`src/rtl/branch_flush_ctrl_pkg.sv`:
```
// Shared definitions for the branch redirect / flush controller.
// Contents: RV32 opcode constants, branch funct3 constants, the 2-bit
// controller state encoding and the redirect-target helper.
package branch_flush_ctrl_pkg;

    localparam logic [6:0] OPC_BRANCH = 7'b1100011;
    localparam logic [6:0] OPC_JAL    = 7'b1101111;

    localparam logic [2:0] F3_BEQ  = 3'b000;
    localparam logic [2:0] F3_BNE  = 3'b001;
    localparam logic [2:0] F3_BLT  = 3'b100;
    localparam logic [2:0] F3_BGE  = 3'b101;
    localparam logic [2:0] F3_BLTU = 3'b110;
    localparam logic [2:0] F3_BGEU = 3'b111;

    localparam logic [1:0] ST_IDLE     = 2'd0;
    localparam logic [1:0] ST_REDIRECT = 2'd1;
    localparam logic [1:0] ST_FLUSH    = 2'd2;

    // Redirect address: wraps modulo 2^32, bit 0 is never set on a fetch PC.
    function automatic logic [31:0] calc_target(input logic [31:0] pc, input logic [31:0] imm);
        return (pc + imm) & 32'hFFFF_FFFE;
    endfunction

endpackage

```
`src/rtl/branch_flush_ctrl_br_cond_eval.sv`:
```
// Combinational branch condition evaluator.
// Maps funct3 and the rs1-rs2 subtraction flags to a taken decision.
// Ports: funct3, flag_v/c/n/z in; taken (condition true), illegal
// (funct3 010/011, never taken) out. Carry convention: C=1 means no borrow.
module br_cond_eval
    import branch_flush_ctrl_pkg::*;
(
    input  logic [2:0] funct3,
    input  logic       flag_v,
    input  logic       flag_c,
    input  logic       flag_n,
    input  logic       flag_z,
    output logic       taken,
    output logic       illegal
);

    // Decode the condition selected by funct3.
    always_comb begin
        taken   = 1'b0;
        illegal = 1'b0;
        case (funct3)
            F3_BEQ:  taken = flag_z;
            F3_BNE:  taken = ~flag_z;
            F3_BLT:  taken = flag_n ^ flag_v;
            F3_BGE:  taken = ~(flag_n ^ flag_v);
            F3_BLTU: taken = ~flag_c;
            F3_BGEU: taken = flag_c;
            default: illegal = 1'b1;
        endcase
    end

endmodule

```
`src/rtl/branch_flush_ctrl.sv`:
```
// Branch redirect and pipeline flush controller for the 5-stage pipeline.
// Detects taken EX-stage branches, issues a one-cycle registered PC redirect
// and holds the IF/ID and ID/EX flush lines for FLUSH_CYCLES cycles in total.
// Ports: clk, rst_n (async active-low), ex_valid, stall_in, opcode, funct3,
// flag_v/c/n/z, ex_pc, ex_imm in; pc_sel, pc_target, flush_if_id,
// flush_id_ex, busy, illegal_br, taken_cnt out (all registered).
// Build option: define BRANCH_JAL_EN to also redirect on JAL.
module branch_flush_ctrl
    import branch_flush_ctrl_pkg::*;
#(
    parameter int FLUSH_CYCLES = 2,
    parameter int CNT_W        = 16
) (
    input  logic             clk,
    input  logic             rst_n,
    input  logic             ex_valid,
    input  logic             stall_in,
    input  logic [6:0]       opcode,
    input  logic [2:0]       funct3,
    input  logic             flag_v,
    input  logic             flag_c,
    input  logic             flag_n,
    input  logic             flag_z,
    input  logic [31:0]      ex_pc,
    input  logic [31:0]      ex_imm,
    output logic             pc_sel,
    output logic [31:0]      pc_target,
    output logic             flush_if_id,
    output logic             flush_id_ex,
    output logic             busy,
    output logic             illegal_br,
    output logic [CNT_W-1:0] taken_cnt
);

    // FLUSH follows the one REDIRECT cycle, so it needs FLUSH_CYCLES-1 cycles.
    localparam logic [2:0] FLUSH_LOAD = 3'(FLUSH_CYCLES - 2);
    localparam logic [CNT_W-1:0] CNT_MAX = {CNT_W{1'b1}};
    localparam logic [CNT_W-1:0] CNT_ONE = {{(CNT_W-1){1'b0}}, 1'b1};

    logic             cond_taken_s;
    logic             cond_illegal_s;
    logic             is_branch_s;
    logic             is_jal_s;
    logic             redirect_req_s;
    logic             illegal_req_s;
    logic [1:0]       state_r;
    logic [1:0]       state_nxt_s;
    logic [2:0]       cnt_r;
    logic [2:0]       cnt_nxt_s;
    logic             pc_sel_r;
    logic [31:0]      pc_target_r;
    logic             flush_r;
    logic             busy_r;
    logic             illegal_br_r;
    logic [CNT_W-1:0] taken_cnt_r;

    br_cond_eval u_cond (
        .funct3  (funct3),
        .flag_v  (flag_v),
        .flag_c  (flag_c),
        .flag_n  (flag_n),
        .flag_z  (flag_z),
        .taken   (cond_taken_s),
        .illegal (cond_illegal_s)
    );

    assign is_branch_s = ex_valid && (opcode == OPC_BRANCH);
`ifdef BRANCH_JAL_EN
    assign is_jal_s = ex_valid && (opcode == OPC_JAL);
`else
    assign is_jal_s = 1'b0;
`endif
    assign redirect_req_s = (is_branch_s && cond_taken_s) || is_jal_s;
    assign illegal_req_s  = is_branch_s && cond_illegal_s;

    // Next-state logic; EX inputs only matter in IDLE (others are wrong-path).
    always_comb begin
        state_nxt_s = state_r;
        cnt_nxt_s   = cnt_r;
        if (stall_in) begin
            state_nxt_s = state_r;
            cnt_nxt_s   = cnt_r;
        end else begin
            case (state_r)
                ST_IDLE: begin
                    if (redirect_req_s) begin
                        state_nxt_s = ST_REDIRECT;
                    end else begin
                        state_nxt_s = ST_IDLE;
                    end
                end
                ST_REDIRECT: begin
                    if (FLUSH_CYCLES == 1) begin
                        state_nxt_s = ST_IDLE;
                    end else begin
                        state_nxt_s = ST_FLUSH;
                        cnt_nxt_s   = FLUSH_LOAD;
                    end
                end
                ST_FLUSH: begin
                    if (cnt_r == 3'd0) begin
                        state_nxt_s = ST_IDLE;
                    end else begin
                        cnt_nxt_s = cnt_r - 3'd1;
                    end
                end
                default: begin
                    state_nxt_s = ST_IDLE;
                    cnt_nxt_s   = 3'd0;
                end
            endcase
        end
    end

    // State and output registers; a stall freezes everything.
    always_ff @(posedge clk or negedge rst_n) begin
        if (!rst_n) begin
            state_r      <= ST_IDLE;
            cnt_r        <= 3'd0;
            pc_sel_r     <= 1'b0;
            pc_target_r  <= 32'd0;
            flush_r      <= 1'b0;
            busy_r       <= 1'b0;
            illegal_br_r <= 1'b0;
            taken_cnt_r  <= {CNT_W{1'b0}};
        end else if (!stall_in) begin
            state_r      <= state_nxt_s;
            cnt_r        <= cnt_nxt_s;
            pc_sel_r     <= (state_nxt_s == ST_REDIRECT);
            flush_r      <= (state_nxt_s != ST_IDLE);
            busy_r       <= (state_nxt_s != ST_IDLE);
            illegal_br_r <= (state_r == ST_IDLE) && illegal_req_s;
            if ((state_r == ST_IDLE) && redirect_req_s) begin
                pc_target_r <= calc_target(ex_pc, ex_imm);
                if (taken_cnt_r != CNT_MAX) begin
                    taken_cnt_r <= taken_cnt_r + CNT_ONE;
                end
            end
        end
    end

    assign pc_sel      = pc_sel_r;
    assign pc_target   = pc_target_r;
    assign flush_if_id = flush_r;
    assign flush_id_ex = flush_r;
    assign busy        = busy_r;
    assign illegal_br  = illegal_br_r;
    assign taken_cnt   = taken_cnt_r;

endmodule

```
`config.mk`:
```
export PLATFORM = sky130hd
export DESIGN_NAME = branch_flush_ctrl
export DESIGN_NICKNAME = d
export VERILOG_FILES = /design/src/rtl/branch_flush_ctrl_pkg.sv /design/src/rtl/branch_flush_ctrl_br_cond_eval.sv /design/src/rtl/branch_flush_ctrl.sv
export SDC_FILE = /design/constraint.sdc
export NUM_CORES = 1
export LEC_CHECK = 0
export ABC_CLOCK_PERIOD_IN_PS = 5500
export BUFFER_PORTS_ARGS = -buffer_cell sky130_fd_sc_hd__buf_2
export CAP_MARGIN = 20
export CELL_PAD_IN_SITES_DETAIL_PLACEMENT = 0
export CELL_PAD_IN_SITES_GLOBAL_PLACEMENT = 1
export CORE_MARGIN = 2
export CORE_UTILIZATION = 35
export DETAILED_ROUTE_END_ITERATION = 16
export PLACE_DENSITY = 0.88
export SLEW_MARGIN = 20
export SYNTH_ARGS = -nofsm -noshare
export SYNTH_HDL_FRONTEND = slang
export SYNTH_SLANG_ARGS = --single-unit
```
`constraint.sdc`:
```
create_clock -name clk -period 5.5 [get_ports clk]
set_clock_uncertainty 0.15 [all_clocks]
set_input_delay 0.275 -clock clk [delete_from_list [all_inputs] [get_ports clk]]
set_output_delay 0.275 -clock clk [all_outputs]
set_load 0.05 [all_outputs]
```
==> flow_summary.json <==
{
  "syn_area_mm2": 0.00408,
  "synth_seq_cells": 55,
  "ant_nets": 0,
  "clockBufferDepth": 2,
  "synth_edf_count": 0,
  "io_pins": 135,
  "worstSetupStartpointType": "flip-flop",
  "worst-path-max-fanout": 41,
  "synth_fp_nets": 573,
  "drt_iter0_drc": 264,
  "async_flop_share_pct": 100,
  "fin_area_mm2": 0.00505,
  "layout_min_cycle_time_ps": 2800,
  "die_h_um": 112,
  "violations": "hold timing",
  "synthFlopType": "dfrtp_1",
  "core-area_mm2": 0.0114,
  "portBuffers": 133,
  "drv_cap": 0,
  "holdWs_ps": -27.1,
  "period_share_pct": 51.0,
  "groute.usage.overall_pct": 17.4,
  "yosysWarnings": 0,
  "ff_latch_area_mm2": 0.00138,
  "fin_util_pct": 44.2,
  "min_path_type": "in2async",
  "vias": 3847,
  "slew_viol_final": 0,
  "worstMarginPinSlew_ps": 720,
  "ir_worst_vdd_uv": 127,
  "row_count": 39,
  "initial_utilization_pct": 35.7,
  "hold_violations": 55,
  "ctsHoldBuffers": 0,
  "n_fill_cell": 1181,
  "cp.arrival_ps": 2820,
  "rsz0062_at_grt": "false",
  "cts_setup_buffers": 0,
  "dp.cells": 720,
  "gp_congestion": 0.902,
  "slew_headroom_pct": 52.0,
  "place_area_mm2": 0.00488,
  "cts_buffers": 5,
  "fin_cells": 728,
  "antenna-diode-count": 0,
  "syn2layout_area_growth_pct": 23.8,
  "critPathBufInv": 1,
  "cts.sinks": 55,
  "fp.dieArea_mm2": 0.0125,
  "syn_inst": 457,
  "power-per-cell-area_mw_per_mm2": 222,
  "ys_seq_area_share_pct": 33.7,
  "grt_first_pass_wirelength_um": 18000,
  "r2r_cells": 7,
  "tns_ps": 0,
  "crit_cells": 7,
  "layout-drive-gt1-share_pct": 27.0,
  "synth_cell_types": 62,
  "status": "finished, violations left",
  "cts_htree_levels": 2,
  "path_cells": "or4b_4 > nor4_4 > o31ai_4 > buf_4 > nand2_1 > o21ai_0 > or4_1",
  "wire_per_inst_um": 15.0,
  "viasPerCell": 5.28,
  "fmax_mhz": 357,
  "leakagePower_nw": 2.61,
  "endpoint_kind": "flip-flop",
  "drtPass1Iterations": 4,
  "dp_hpwl_um": 8590,
  "setup.worst_path.class": "reg2reg",
  "antenna_found_initial": 0,
  "required_ps": 5520,
  "setup_viol": 0,
  "ctsResizeCount": 0,
  "crit_family": "simple AND/OR/NAND/NOR gates",
  "grt_pass1_vias": 3719,
  "fin_nets": 700,
  "grt_max_degree": 56,
  "crit_slowest_cell": "or4b_4",
  "routed_wl_um": 10900,
  "slowest_delay_ps": 570,
  "multiInputGateArea_mm2": 0.00259,
  "remaining_drc_errors": 0,
  "die_x_um": 112,
  "cts_tree": "built",
  "power_mw": 1.12,
  "path_clk_slew_ps": 80,
  "grt-ovfl-total": 0,
  "worstSkewPairLatency_ps": 290,
  "clock-root-buffer": "clkbuf_16",
  "syn_area_per_cell_um2": 8.93
}
## cells in the final DEF (no fill, tap or decap), types with 2 or more instances in the layout
cell,count
dfrtp_1,55
buf_2,133
a31oi_1,6
inv_1,12
nand2_1,62
and2_1,5
o211ai_1,2
o21ai_0,36
ha_1,33
o21bai_1,6
a31o_2,2
a22o_1,2
nor3_1,7
or3_1,3
a211oi_1,9
buf_4,3
nor2b_1,3
o31ai_1,6
a21oi_1,33
xnor2_1,24
a2111o_1,2
or4_1,2
nor2_1,14
a21o_1,15
clkbuf_16,5
nand4_1,9
xor2_1,13
nand3_1,16
mux2i_1,2
and3_1,16
a221o_1,2
a221oi_1,2
o21a_1,2
a2111oi_0,2
o2111ai_1,2
o31a_1,2
nand2b_1,6
or2_2,4
## layout make-up
type                       count  share of cell area, %
clock inverter                 2                  0.768
tap                          143                   3.54
clock buffer                   6                   2.55
sequential                    55                   27.3
timing repair buffer         136                   13.6
inverter                      12                  0.892
multi-input combinational    374                   51.4
## Yosys cell counts (3+ instances only)
library cell  number  share of area (%)
xor2_1            13                2.8
a31oi_1            6               0.92
or3_1              3               0.46
nor3_1             7               0.86
nor2b_1            3               0.46
nand2b_1           6               0.92
nor2_1            14                1.3
o31ai_1            7                1.3
buf_4              3               0.55
inv_1             12                1.1
ha_1              33                 10
nand3_1           16                2.0
clkbuf_1          10               0.92
o21ai_0           36                4.4
and3_1            16                2.5
xnor2_1           24                5.2
o21bai_1           6                1.1
nand2_1           62                5.7
a21o_1            15                2.8
a21oi_1           33                4.0
and2_1             5               0.77
nand4_1            9                1.4
dfrtp_1           55                 34
or2_2              4               0.61
a211oi_1           9                1.7
## flip-flops by register name (all words and copies together) (netlist names)
name / count
cnt_r: 3
illegal_br: 1
taken_cnt: 16
state_r: 2
busy: 1
pc_target: 31
pc_sel: 1
## stage by stage
step | setup slack (ps) | hold slack [ps]
CTS | 2680 | 4.58
global placement | 2510 | 305
floorplan | 2860 | -171
detailed placement | 2440 | 311
finish | 2700 | -27.1
global route | 2510 | 27.6
## worst paths after layout
| kind | startpoint | end | slack [ps] |
|---|---|---|---|
| max in group asynchronous | rst_n | pc_target[19] | 4760 |
| min in group clk | funct3[1] | illegal_br | 140 |
| worst min register to register | pc_target[21] | pc_target[21] | 330 |
| worst max-delay path | state_r[1] | pc_target[29] | 2700 |
| worst min-delay path | rst_n | cnt_r[1] | -30 |
| worst max register to register | state_r[1] | pc_target[29] | 2700 |
## power by group
part / internal (mW) / switching (mW)
registers: 0.419 / 0.00899
logic: 0.128 / 0.194
clock network: 0.217 / 0.152
total: 0.764 / 0.355
## metal layers
metal  track usage [%]  part of all wire [%]  vias to the layer above
li1                  -                     -                     1943
met1              24.2                    47                     1777
met2              28.4                    46                      114
met3              2.45                   5.1                       13
met5                 0                     0                        -
met4              5.20                   1.5                        0
## worst reg2reg max path, cell delays in order (launching register included)
cell,delay (ps)
dfrtp_1,460
or4b_4,570
nor4_4,330
o31ai_4,180
buf_4,290
nand2_1,110
o21ai_0,70
or4_1,510
## kinds of logic (layout without fill, tap and decap cells)
| group | count (synthesis) | in the layout | share of synthesized area, % |
|---|---|---|---|
| and+or+nand+nor | 154 | 154 | 19.3 |
| AOI/OAI and AO/OA | 144 | 144 | 23.9 |
| DFF | 55 | 55 | 33.7 |
| xor gates and xnor gates | 38 | 38 | 8.50 |
| adders and majority gates | 34 | 34 | 10.6 |
| buffers and inverters | 28 | 156 | 3.04 |
| muxes | 3 | 3 | 0.767 |
| other | 1 | 1 | 0.0919 |
No activity file was read; power rests on OpenSTA's default activity.
